File: src/rtl/tx_word_arbiter_if.sv
// Bundle between the two word producers, the arbiter and the UART TX byte handshake.
// The slave modport is the arbiter's view; master is the producers/TX side.
interface tx_word_arbiter_if #(
    parameter int WORD_BYTES = 2
);
    logic                    req0_valid;
    logic [8*WORD_BYTES-1:0] req0_data;
    logic                    req0_ready;
    logic                    req1_valid;
    logic [8*WORD_BYTES-1:0] req1_data;
    logic                    req1_ready;
    logic [7:0]              tx_data;
    logic                    tx_start;
    logic                    tx_done;
    logic                    busy;
    logic                    grant;
    logic                    err_timeout;

    modport master (
        output req0_valid, req0_data, req1_valid, req1_data, tx_done,
        input  req0_ready, req1_ready, tx_data, tx_start, busy, grant, err_timeout
    );

    modport slave (
        input  req0_valid, req0_data, req1_valid, req1_data, tx_done,
        output req0_ready, req1_ready, tx_data, tx_start, busy, grant, err_timeout
    );
endinterface

File: src/rtl/tx_word_arbiter.sv
// Round-robin arbiter sharing one UART TX between two word producers; words go out MSB byte first.
// Define TX_ARB_HEADER_EN to prefix every word with header byte 0xA0 | grant.
module tx_word_arbiter #(
    parameter int WORD_BYTES  = 2,
    parameter int ACK_TIMEOUT = 1023
) (
    input logic              clk,
    input logic              rst,
    tx_word_arbiter_if.slave bus
);
`ifdef TX_ARB_HEADER_EN
    localparam int HDR_BYTES = 1;
`else
    localparam int HDR_BYTES = 0;
`endif
    localparam int WORD_W  = 8 * WORD_BYTES;
    localparam int SHIFT_W = 8 * (WORD_BYTES + HDR_BYTES);
    localparam int CNT_W   = $clog2(WORD_BYTES + HDR_BYTES + 1);

    typedef enum logic [2:0] {
        S_IDLE,
        S_START,
        S_ACK,
        S_WAIT
`ifdef TX_ARB_HEADER_EN
        , S_HDR
`endif
    } state_t;

`ifdef TX_ARB_HEADER_EN
    localparam state_t S_FIRST = S_HDR;
`else
    localparam state_t S_FIRST = S_START;
`endif

    state_t             state_q, state_d;
    logic [SHIFT_W-1:0] shift_q, load_word;
    logic [CNT_W-1:0]   byte_cnt_q;
    logic [15:0]        ack_cnt_q;
    logic               grant_q, last_grant_q;
    logic               win_valid, win_id, accept, tx_start, timeout;
    logic [WORD_W-1:0]  win_data;

    always_comb begin
        win_valid = bus.req0_valid | bus.req1_valid;
        // On a tie the producer that did not win last time goes next.
        win_id    = (bus.req0_valid && bus.req1_valid) ? ~last_grant_q : bus.req1_valid;
        win_data  = win_id ? bus.req1_data : bus.req0_data;
`ifdef TX_ARB_HEADER_EN
        load_word = {8'hA0 | {7'b0, win_id}, win_data};
`else
        load_word = win_data;
`endif
    end

    // NOTE: every signal driven here gets a default first, so no path can infer a latch.
    always_comb begin
        state_d  = state_q;
        accept   = 1'b0;
        tx_start = 1'b0;
        timeout  = 1'b0;
        case (state_q)
            S_IDLE: begin
                if (win_valid && !rst) begin
                    accept  = 1'b1;
                    state_d = S_FIRST;
                end
            end
`ifdef TX_ARB_HEADER_EN
            S_HDR,
`endif
            S_START: begin
                tx_start = 1'b1;
                state_d  = S_ACK;
            end
            S_ACK: begin
                tx_start = 1'b1;
                if (!bus.tx_done) begin
                    state_d = S_WAIT;
                end else if (ack_cnt_q == 16'(ACK_TIMEOUT)) begin
                    timeout = 1'b1;
                    state_d = S_IDLE;
                end
            end
            S_WAIT: begin
                if (bus.tx_done) begin
                    state_d = (byte_cnt_q == CNT_W'(1)) ? S_IDLE : S_START;
                end
            end
            default: state_d = S_IDLE;
        endcase
    end

    // NOTE: sequential state uses non-blocking assignments so every flop samples pre-edge values.
    always_ff @(posedge clk) begin
        if (rst) begin
            state_q      <= S_IDLE;
            shift_q      <= '0;
            byte_cnt_q   <= '0;
            ack_cnt_q    <= '0;
            grant_q      <= 1'b0;
            last_grant_q <= 1'b1;
        end else begin
            state_q <= state_d;
            if (accept) begin
                shift_q      <= load_word;
                byte_cnt_q   <= CNT_W'(WORD_BYTES + HDR_BYTES);
                grant_q      <= win_id;
                last_grant_q <= win_id;
            end else if (state_q == S_WAIT && bus.tx_done && byte_cnt_q != CNT_W'(1)) begin
                shift_q    <= shift_q << 8;
                byte_cnt_q <= byte_cnt_q - CNT_W'(1);
            end
            // Holds 1 outside ACK, so the first ACK cycle of every byte counts as 1.
            ack_cnt_q <= (state_q == S_ACK) ? ack_cnt_q + 16'd1 : 16'd1;
        end
    end

    assign bus.req0_ready  = accept & ~win_id;
    assign bus.req1_ready  = accept & win_id;
    assign bus.tx_start    = tx_start;
    assign bus.tx_data     = shift_q[SHIFT_W-1 -: 8];
    assign bus.busy        = (state_q != S_IDLE);
    assign bus.grant       = grant_q;
    assign bus.err_timeout = timeout;
endmodule

File: src/flat_wrapper.sv
// flat-port wrapper written by rule: the top's interface ports become plain ports
module tx_word_arbiter_flat 
#(
    parameter int WORD_BYTES  = 2,
    parameter int ACK_TIMEOUT = 1023
)
  (clk, rst, bus_req0_valid, bus_req0_data, bus_req1_valid, bus_req1_data, bus_tx_done, bus_req0_ready, bus_req1_ready, bus_tx_data, bus_tx_start, bus_busy, bus_grant, bus_err_timeout);
  tx_word_arbiter_if #(.WORD_BYTES(WORD_BYTES)) bus_i ();
  input logic clk;
  input logic rst;
  input wire logic [$bits(bus_i.req0_valid)-1:0] bus_req0_valid;
  input wire logic [$bits(bus_i.req0_data)-1:0] bus_req0_data;
  input wire logic [$bits(bus_i.req1_valid)-1:0] bus_req1_valid;
  input wire logic [$bits(bus_i.req1_data)-1:0] bus_req1_data;
  input wire logic [$bits(bus_i.tx_done)-1:0] bus_tx_done;
  output wire logic [$bits(bus_i.req0_ready)-1:0] bus_req0_ready;
  output wire logic [$bits(bus_i.req1_ready)-1:0] bus_req1_ready;
  output wire logic [$bits(bus_i.tx_data)-1:0] bus_tx_data;
  output wire logic [$bits(bus_i.tx_start)-1:0] bus_tx_start;
  output wire logic [$bits(bus_i.busy)-1:0] bus_busy;
  output wire logic [$bits(bus_i.grant)-1:0] bus_grant;
  output wire logic [$bits(bus_i.err_timeout)-1:0] bus_err_timeout;
  assign bus_i.req0_valid = bus_req0_valid;
  assign bus_i.req0_data = bus_req0_data;
  assign bus_i.req1_valid = bus_req1_valid;
  assign bus_i.req1_data = bus_req1_data;
  assign bus_i.tx_done = bus_tx_done;
  assign bus_req0_ready = bus_i.req0_ready;
  assign bus_req1_ready = bus_i.req1_ready;
  assign bus_tx_data = bus_i.tx_data;
  assign bus_tx_start = bus_i.tx_start;
  assign bus_busy = bus_i.busy;
  assign bus_grant = bus_i.grant;
  assign bus_err_timeout = bus_i.err_timeout;
  tx_word_arbiter #(.WORD_BYTES(WORD_BYTES), .ACK_TIMEOUT(ACK_TIMEOUT)) u_core (.clk(clk), .rst(rst), .bus(bus_i));
endmodule
File: config.mk
export PLATFORM = sky130hd
export DESIGN_NAME = tx_word_arbiter_flat
export DESIGN_NICKNAME = d
export VERILOG_FILES = /design/src/rtl/tx_word_arbiter_if.sv /design/src/rtl/tx_word_arbiter.sv /design/src/flat_wrapper.sv
export SDC_FILE = /design/constraint.sdc
export NUM_CORES = 1
export LEC_CHECK = 0
export ABC_AREA = 0
export CORE_UTILIZATION = 31
export CTS_BUF_LIST = sky130_fd_sc_hd__clkbuf_4
export DETAILED_ROUTE_END_ITERATION = 8
export SLEW_MARGIN = 0
export SYNTH_ARGS = -nofsm -noshare
export SYNTH_HDL_FRONTEND = slang
export SYNTH_SLANG_ARGS = --single-unit
File: constraint.sdc
create_clock -name clk -period 1.7 [get_ports clk]
set_input_delay 0.425 -clock clk [delete_from_list [all_inputs] [get_ports clk]]
set_output_delay 0.425 -clock clk [all_outputs]
set_load 0.1 [all_outputs]
# == After elaboration in Yosys (flattened, before gate mapping) ==
# Index checks and enable logic that the tools add are counted.
# totals
regBits,39
word_cells,56
inputBits,37
# classes
n_mux,19
n_reduce_logical,12
eq_ne,9
add_sub_neg,2
bitwise_logic,6
# ops
cell,n
two-way mux 16 bit,3
"adder 16 x 1 -> 16 bit, second input constant",1
"equality test 16 x 10 -> 1 bit, second input constant",1
two-way mux 3 bit,4
case mux 3 bit (4 select lines),1
two-way mux 1 bit,9
"equality test 3 x 2 -> 1 bit, second input constant",2
OR reduction 2 bit,3
logical AND 1 bit,4
two-way mux 2 bit,2
"inequality test 2 x 1 -> 1 bit, second input constant",2
"equality test 3 x 1 -> 1 bit, second input constant",1
zero test 3 bit,1
"inequality test 3 x 2 -> 1 bit, second input constant",1
NOT 1 bit,3
AND reduction 3 bit,1
nonzero test 3 bit,1
bitwise AND 1 bit,2
"equality test 2 x 1 -> 1 bit, second input constant",1
"inequality test 2 bit, second input constant",1
nonzero test 2 bit,1
"subtractor 2 x 1 -> 2 bit, second input constant",1
zero test 1 bit,1
OR 1 bit,1

# == Logic depth before layout (Yosys ltp) ==
# Gate-level depths: netlist of run 1.
# logic_depth
word_depth,5
mapped_depth,8

# == Worst setup path before layout of run 1 ==
# OpenSTA, ideal clock, no wires.
# synth_timing
path_kind,input to output
from,in rst
to,out bus_req0_ready
slack_ns,-1.179
cell_stages,6
n_path_buf,3
arrival_time_ns,2.454
cell_sequence,buf_2 -> o21ba_2 -> nand2_1 -> buf_2 -> buf_2 -> nor2_1
# synth_between
elab_chain_cells,5
# synth_rtl
item,line,rtl
start: declaration,flat_wrapper.sv:10,input logic rst;
zero test 1 bit,tx_word_arbiter.sv:64,if (win_valid && !rst) begin
logical AND 1 bit,tx_word_arbiter.sv:64,
two-way mux 1 bit,tx_word_arbiter.sv:64,
two-way mux 1 bit,tx_word_arbiter.sv:62,case (state_q)
bitwise AND 1 bit,tx_word_arbiter.sv:119,assign bus.req0_ready = accept & ~win_id;
end: declaration,flat_wrapper.sv:16,output wire logic [$bits(bus_i.req0_ready)-1:0] bus_req0_ready;
# Every way passes these cells.

# == Worst setup path after layout of run 1 ==
# layout_timing
from,reg u_core.ack_cnt_q[0]
to,out bus_err_timeout
# layout_between
elab_chain_cells,4
# layout_rtl
item,line,rtl
start: declaration,tx_word_arbiter.sv:39,logic [15:0] ack_cnt_q;
start signal: assignment,tx_word_arbiter.sv:115,ack_cnt_q <= (state_q == S_ACK) ? ack_cnt_q + 16'd1 : 16'd1;
equality test 16 x 10 -> 1 bit,tx_word_arbiter.sv:80,end else if (ack_cnt_q == 16'(ACK_TIMEOUT)) begin
two-way mux 1 bit,tx_word_arbiter.sv:80,
two-way mux 1 bit,tx_word_arbiter.sv:78,if (!bus.tx_done) begin
two-way mux 1 bit,tx_word_arbiter.sv:62,
end: declaration,flat_wrapper.sv:22,output wire logic [$bits(bus_i.err_timeout)-1:0] bus_err_timeout;
# Every way passes these cells.

==> results.md, run 1 <==
| Step | Result | Value |
| --- | --- | --- |
| status | Failing checks | negative setup slack |
| critical path | Register-to-register setup slack | 170 ps |
| die | Vertical extent of the die | 83.09 µm |
| layout | Number of fillers in the final layout | 589 |
| layout | Commonest non-fill, non-tap cells in the layout | 33 x clkdlybuf4s50_1, 33 x dfxtp_1, 31 x buf_4 |
| layout | Growth of design area from synthesis to finish | 52.79% |
| power and ir drop | Cell internal pwr | 2.507 mW |
| placement | Number of buffers added on ports | 50 |
| global routing | Vias in the first global route | 1782 |
| detailed routing | Total via count in the routed design | 1826 |
| synth | Avg Cell Area, Syn | 9.059 µm² |
| sta | Slew Limit Fails | 0 |
| layout | Number of nets in the layout | 336 |
| power and ir drop | Fraction of power spent switching nets | 0.4183 |
| status | Result of the run | complete, but fails checks |
| critical path | R2R depth | 7 |
| sta | Total Negative Setup Slacks | -377.8 ps |
| synth | Flip-flop cell with the highest count after synthesis | dfxtp_1 |
| die | Initial Util | 0.3210 |
| power and ir drop | Power Density | 1384 nW/µm² |
| critical path | Crit path arrival time | 1540 ps |
| synth | Ys async rst share | 0 |
| global routing | Antenna violations before repair | 0 |
| critical path | CP max-delay cell | dfxtp_2 |
| hold path | Type of the worst min-delay path | flip-flop to flip-flop |
| placement | Half-perimeter wire length after placement | 3505 µm |
| layout | Layout cell share with drive strength beyond 1 | 0.3027 |
| placement | Number of placed instances with taps included | 354 |
| sta | Tmin final | 1968 ps |
| power and ir drop | Overall power consumption | 4.310 mW |
| die | Die X-Extent | 83.09 µm |
| layout | FF/Latch Area | 767.0 µm² |
| synth | Count of flip-flops with a built-in enable after synthesis | 0 |
| synth | Flip-flop and latch count after synthesis | 38 |
| clock tree | Clock tree from TritonCTS | done |
| sta | Hold Vio Cnt, Final | 0 |
| detailed routing | Drt pass-1 iters | 4 |
| synth | Post-synthesis cell type count | 40 |
| clock tree | Clk root buf | clkbuf_4 |
| power and ir drop | Peak supply drop | 2.142 mV |
| sta | Clock Skews | 14.38 ps |
| synth | Syn Nets | 268 |
| clock tree | CTS clk-pin slew, worst paths | 130 ps |
| sta | Transition at the pin with the smallest max-transition slack | 329.5 ps |
| detailed routing | Remaining number of nets flagged by the antenna check after routing | 0 |
| detailed routing | Drt first-iter violations | 81 |
| placement | Gp weighted congestion | 0.7375 |
| critical path | Worst Setup EP | bus_err_timeout |
| global routing | Grt total ovfl | 0 |
| sta | Unrepaired setup endpoints after global routing | true |
| power and ir drop | Leak | 1.242 nW |
| critical path | Highest net fanout along the worst path | 2 |
| detailed routing | Total Routed Length | 4722 µm |
| die | Std-Cell Core Area | 6350 µm² |
| layout | Post-layout instance count excluding filler cells | 371 |
| die | Full die area | 6903 µm² |
| synth | Number of warning messages in the yosys log | 0 |
| power and ir drop | P_sw | 1.803 mW |
| die | Core Rows | 29 |
| critical path | WP data required | 1270 ps |
| detailed routing | # DRC | 0 |
| sta | Fmax achieved | 0.5081 GHz |
| clock tree | Sink count of the clock tree | 38 |
| critical path | CP endpoint kind | output port |
| synth | Mapped Cells | 225 |
| critical path | Reg-to-reg critical path endpoint | u_core.ack_cnt_q[14] |
| critical path | WS Path Type | flip-flop to output port |
| layout | Footprint of the multi-input gates | 1207 µm² |
| critical path | Cell Chain, Critical Path | ha_4 > nor4b_4 > nand4_1 > nor2_4 > buf_12 |
| sta | Post-layout worst setup margin | -268.1 ps |
| clock tree | Number of H-tree levels | 2 |
| global routing | Pin count of the biggest net entering global routing | 26 |
| power and ir drop | Clock network fraction of design power | 0.181 |
| job | Number of violations of the max-capacitance limit | 0 |
| synth | Cell Area, Synth | 2038 µm² |
| global routing | Overall global routing resource usage | 0.1415 |
| global routing | Wire length of the first global-routing pass | 7983 µm |
| sta | Final setup violation count | 4 |
| clock tree | Source-to-sink clock delay at the later pin of the worst-skew pair | 350 ps |
| clock tree | CTS Buf Count | 5 |
| sta | Final cycle utilization of the critical path | 1.158 |
| critical path | Critical Path Max Stage Delay | 370 ps |
| power and ir drop | Share of total power in combinational logic | 0.555 |
| clock tree | Bufs on Longest Clock Path | 2 |
| detailed routing | Detailed-route vias per instance | 4.922 |
| critical path | Crit Reg-Reg Startpoint | u_core.ack_cnt_q[0] |
| die | IO Count | 51 |
| synth | Part of the Yosys area used for sequential elements | 0.3732 |
| critical path | Path length in cells of the critical path | 5 |
| sta | Max transition margin | 0.7787 |
| detailed routing | Average wire per standard cell | 12.73 µm |
| layout | Number of inserted diodes | 0 |
| critical path | Beginning of the critical path | u_core.ack_cnt_q[0] |
| critical path | CP Buf/Inv Count | 1 |
| critical path | Category of cells accounting for the largest share of critical-path delay | simple AND/OR/NAND/NOR gates |
| critical path | Worst setup SP type | flip-flop |
| power and ir drop | Part of the power in registers | 0.264 |
## synth_stat cells (2+ instances only)
cell,n,area (µm²)
a211oi_1,16,120.1
a21oi_1,16,80.08
a31o_2,2,17.52
and3_1,5,31.28
buf_2,7,35.03
buf_4,9,67.56
clkbuf_1,4,15.01
dfxtp_1,38,760.7
ha_1,6,75.07
inv_1,8,30.03
mux2_2,8,90.09
mux2i_1,9,90.09
nand2_1,10,37.54
nand3_1,22,110.1
nand4_1,2,12.51
nor2_1,16,60.06
nor2b_1,9,56.30
nor3_1,2,10.01
o21ai_0,5,25.02
or3_1,3,18.77
xnor2_1,4,35.03
xor2_1,6,52.55
## logic make-up (layout without fill, tap and decap cells)
| kind of cell | Yosys count | after routing | share of synthesized area |
|---|---|---|---|
| buffers and inverters | 30 | 99 | 0.07980 |
| adder cells (fa/ha/maj) | 6 | 6 | 0.03683 |
| AO/OA/AOI/OAI | 47 | 47 | 0.1639 |
| XOR/XNOR | 10 | 10 | 0.04297 |
| AND/OR/NAND/NOR | 77 | 77 | 0.2149 |
| multiplexers | 17 | 17 | 0.08840 |
| flip-flops | 38 | 38 | 0.3732 |
## cell type report
cell class / instances / area share
inverters: 8 / 0.01165
flip-flops and latches: 38 / 0.2463
well taps: 77 / 0.03094
multi-input cells: 157 / 0.3877
repair buffers: 83 / 0.2893
clock inverters: 3 / 0.02210
clock buffers: 5 / 0.01205
## registers in the layout, indices dropped and copies added, names as in the netlist
name / count
u_core.ack_cnt_q: 16
u_core.shift_q: 16
u_core.byte_cnt_q: 2
u_core.state_q: 2
u_core.bus.grant: 1
u_core.last_grant_q: 1
## power groups by stage
stage	Combinational (mW)	Clock [mW]	Sequential (mW)
after floorplan	1.59	0	1.13
after global placement	2.22	0	1.15
after detailed placement	2.23	0	1.15
after CTS	2.37	0.810	1.13
after global routing	2.52	0.846	1.15
final	2.39	0.780	1.14
## routing by layer
| layer | part of all wire | global-route usage |
|---|---|---|
| met1 | 0.47 | 0.1776 |
| met4 | 0.011 | 0.04389 |
| met5 | 0 | 0 |
| met2 | 0.48 | 0.2362 |
| met3 | 0.036 | 0.03777 |
## worst min-delay path by stage
stage                      startpoint           endpoint  slack (ps)  cells after the start
floorplan           u_core.shift_q[0]  u_core.shift_q[0]         440                      2
global placement    u_core.shift_q[6]  u_core.shift_q[6]         450                      2
detailed placement  u_core.shift_q[6]  u_core.shift_q[6]         460                      2
CTS                 u_core.shift_q[2]  u_core.shift_q[2]         480                      2
global route        u_core.shift_q[6]  u_core.shift_q[6]         490                      2
finish              u_core.shift_q[2]  u_core.shift_q[2]         470                      2
## timing repair
item                                    4_1_cts  5_1_grt
endpoints found under the setup margin        5        6
pin swaps                                     4        4
resized for setup                             9        4
buffers inserted                              8        1
hold buffers                                  0        0
## worst min-delay path, cell delays in order (launching register included)
cell	delay, ps
dfxtp_1	330
nand3_1	60
a21oi_1	50
## metrics by stage
stage          cell area, µm²  hold slack, ps  setup WS (ps)  utilization
2_1_floorplan            2126           443.1         -243.9            -
3_3_place_gp             2900           451.5         -266.8       0.4567
3_5_place_dp             2900           459.8         -291.3       0.4567
4_1_cts                  3085           476.8         -296.7       0.4859
5_1_grt                  3114           490.6         -342.2       0.4904
6_report                 3114           471.6         -268.1       0.4904
No activity file was read; power rests on OpenSTA's default activity.
==> inputs of run 2 (changes only) <==
--- a/config.mk
+++ b/config.mk
@@ -6,6 +6,7 @@
 export NUM_CORES = 1
 export LEC_CHECK = 0
 export ABC_AREA = 0
+export CAP_MARGIN = 20
 export CORE_UTILIZATION = 31
 export CTS_BUF_LIST = sky130_fd_sc_hd__clkbuf_4
 export DETAILED_ROUTE_END_ITERATION = 8
==> results of run 2 <==
No change in the layout: final DEF, timing and power equal those of run 1.
==> inputs of run 3 (changes only) <==
--- a/config.mk
+++ b/config.mk
@@ -10,6 +10,7 @@
 export CORE_UTILIZATION = 31
 export CTS_BUF_LIST = sky130_fd_sc_hd__clkbuf_4
 export DETAILED_ROUTE_END_ITERATION = 8
+export PLACE_DENSITY = 0.63
 export SLEW_MARGIN = 0
 export SYNTH_ARGS = -nofsm -noshare
 export SYNTH_HDL_FRONTEND = slang
==> run 3 against run 2 <==
The flow still finishes with violations (negative setup slack). Die area unchanged. Combinational power rose by 2%. Critical path depth did not move. Non-clock buffer count increased by 2. Via count is 0.99% lower. Sequential power is essentially flat. Cell area down 1.9%. Register-to-register slack worse by 30 ps. Critical path type unchanged. Critical endpoint unchanged. Largest power group unchanged.
==> results.md, run 3 (same netlist as run 1, synthesis figures left out) <==
| Step | Result | Value | Delta |
| --- | --- | --- | --- |
| critical path | Cell Chain, Critical Path | ha_4 > nor4b_4 > nand4_1 > nor2_4 > buf_12 |  |
| die | Die X-Extent | 83.09 µm | unchanged |
| sta | Clock Skews | 6.431 ps | -7.951 ps |
| clock tree | Sink count of the clock tree | 38 | unchanged |
| power and ir drop | Overall power consumption | 4.046 mW | -6.1% |
| sta | Hold Vio Cnt, Final | 0 | unchanged |
| power and ir drop | Power Density | 1325 nW/µm² | -4.3% |
| layout | Most common cell after layout, fill and taps aside | buf_4 |  |
| global routing | Wire length of the first global-routing pass | 8066 µm | +1.0% |
| sta | Unrepaired setup endpoints after global routing | true |  |
| clock tree | Number of H-tree levels | 2 | unchanged |
| global routing | Overall global routing resource usage | 0.1446 | +0.003046 |
| status | Result of the run | complete, but fails checks |  |
| layout | Fraction of the core area covered by cells at the end of the flow | 0.4810 | -0.009458 |
| placement | Half-perimeter wire length after placement | 3483 µm | -0.64% |
| detailed routing | Drt first-iter violations | 69 | -15% |
| hold path | Type of the worst min-delay path | flip-flop to flip-flop |  |
| die | IO Count | 51 | unchanged |
| critical path | CP max-delay cell | dfxtp_2 |  |
| critical path | Category of cells accounting for the largest share of critical-path delay | simple AND/OR/NAND/NOR gates |  |
| status | Failing checks | negative setup slack |  |
| die | Full die area | 6903 µm² | unchanged |
| layout | Commonest non-fill, non-tap cells in the layout | 34 x buf_4, 33 x clkdlybuf4s50_1, 33 x dfxtp_1 |  |
| power and ir drop | P_sw | 1.770 mW | -1.8% |
| critical path | Worst setup SP type | flip-flop |  |
| critical path | Crit Reg-Reg Startpoint | u_core.state_q[1] |  |
| clock tree | CTS Buf Count | 5 | unchanged |
| placement | Gp weighted congestion | 0.7791 | +5.6% |
| clock tree | Post-CTS Hold Buffers | 0 | unchanged |
| critical path | Crit path arrival time | 1530 ps | about the same |
| detailed routing | Total Routed Length | 4744 µm | +0.47% |
| power and ir drop | Fraction of power spent switching nets | 0.4374 | +0.01910 |
| hold path | Worst Hold Launch | u_core.shift_q[7] |  |
| sta | Final cycle utilization of the critical path | 1.150 | -0.007410 |
| sta | Tmin final | 1955 ps | -12.60 ps |
| power and ir drop | Share of total power in combinational logic | 0.602 | +0.047 |
| die | Vertical extent of the die | 83.09 µm | unchanged |
| detailed routing | Total via count in the routed design | 1808 | -0.99% |
| clock tree | Clock tree from TritonCTS | done |  |
| power and ir drop | Clock network fraction of design power | 0.116 | -0.065 |
| clock tree | CTS clk-pin slew, worst paths | 100 ps | -30 ps |
| critical path | Highest net fanout along the worst path | 2 | unchanged |
| detailed routing | Remaining number of nets flagged by the antenna check after routing | 0 | unchanged |
| critical path | CP endpoint kind | output port |  |
| sta | Max transition margin | 0.7037 | -0.07496 |
| placement | Number of buffers added on ports | 50 | unchanged |
| sta | Slew Limit Fails | 0 | unchanged |
| detailed routing | Detailed-route vias per instance | 4.860 | -1.3% |
| layout | Growth of design area from synthesis to finish | 49.85% |  |
| power and ir drop | Cell internal pwr | 2.276 mW | -9.2% |
| detailed routing | Average wire per standard cell | 12.75 µm | +0.20% |
| die | Std-Cell Core Area | 6350 µm² | unchanged |
| layout | Number of inserted diodes | 0 | unchanged |
| critical path | WP data required | 1270 ps | about the same |
| global routing | Antenna violations before repair | 0 | unchanged |
| placement | Post-place setup slack | -271.3 ps | +19.99 ps |
| detailed routing | # DRC | 0 | unchanged |
| critical path | Beginning of the critical path | u_core.ack_cnt_q[1] |  |
| layout | Layout cell share with drive strength beyond 1 | 0.3051 | +0.002364 |
| global routing | Vias in the first global route | 1744 | -2.1% |
| layout | Number of nets in the layout | 338 | +0.60% |
| die | Core Rows | 29 | unchanged |
| detailed routing | Drt pass-1 iters | 4 | unchanged |
| global routing | Grt total ovfl | 0 | unchanged |
| power and ir drop | Peak supply drop | 1.628 mV | -24% |
| layout | Largest registers ranked by flip-flop count | u_core.ack_cnt_q: 16 flops, u_core.shift_q: 16 flops |  |
| die | Initial Util | 0.3210 | unchanged |
| clock tree | Bufs on Longest Clock Path | 2 | unchanged |
| critical path | CP Buf/Inv Count | 1 | unchanged |
| power and ir drop | Leak | 1.211 nW | -2.5% |
| critical path | Critical Path Max Stage Delay | 370 ps | about the same |
| power and ir drop | Part of the power in registers | 0.282 | +0.018 |
| clock tree | Source-to-sink clock delay at the later pin of the worst-skew pair | 340 ps | about the same |
| sta | Final setup violation count | 4 | unchanged |
| global routing | Pin count of the biggest net entering global routing | 27 | +3.8% |
| sta | Transition at the pin with the smallest max-transition slack | 440.8 ps | +111.2 ps |
| sta | Post-layout worst setup margin | -255.5 ps | +12.60 ps |
| job | Number of violations of the max-capacitance limit | 0 | unchanged |
| clock tree | Clk root buf | clkbuf_4 |  |
| critical path | WS Path Type | flip-flop to output port |  |
| sta | Fmax achieved | 0.5114 GHz | +0.64% |
[run 3: cell types whose count changed in the layout (fill, tap and decap cells not counted), sizes merged]
cell,change
buf,+2
bufinv,-2
clkbuf,+2
clkinv,-1
[run 3: tightest hold or removal path, stage by stage (launching register included)]
cell     delay, ps
dfxtp_1        320
nand3_1         60
a21oi_1         50
[run 3: final timing paths]
kind,to,slack [ps],cells after the start
worst max-delay path,bus_err_timeout,-260,5
worst min register to register,u_core.shift_q[7],470,2
worst min-delay path,u_core.shift_q[7],470,2
worst max register to register,u_core.state_q[1],140,7
[run 3: power by group through the flow]
stage               combinational (mW)  sequential [mW]  clock, mW
finish                            2.44             1.14      0.468
global route                      2.58             1.16      0.536
CTS                               2.36             1.14      0.493
detailed placement                2.22             1.15          0
global placement                  2.21             1.15          0
floorplan                         1.59             1.13          0
[run 3: cell type report]
cell class,count,area (µm²)
multi-input combinational,157,1190
timing repair buffer,85,912.1
clock buffer,7,52.55
tap,77,96.34
sequential,38,767.0
inverter,8,36.28
fill,567,3296
[run 3: metrics by stage]
| step | setup TNS (ps) | cell area (µm²) | hold WS [ps] | instances |
|---|---|---|---|---|
| floorplan | -556.4 | 2126 | 443.1 | 225 |
| global placement | -7104 | 2893 | 452.2 | 353 |
| detailed placement | -7338 | 2893 | 457.0 | 353 |
| CTS | -486.8 | 3013 | 472.8 | 367 |
| global route | -681.6 | 3054 | 497.9 | 372 |
| finish | -386.7 | 3054 | 469.1 | 372 |
[run 3: metal layers]
layer | vias to the layer above | share of wire | global-route usage
met2 | 27 | 0.49 | 0.2362
met3 | 7 | 0.025 | 0.02187
met4 | 0 | 0.020 | 0.07053
met1 | 837 | 0.47 | 0.1858
met5 | - | 0 | 0
li1 | 937 | - | -
[run 3: what timing repair did]
action	CTS	global route
setup buffers	7	5
gates resized for setup	8	2
setup endpoints to repair	5	4
pin swaps	4	2
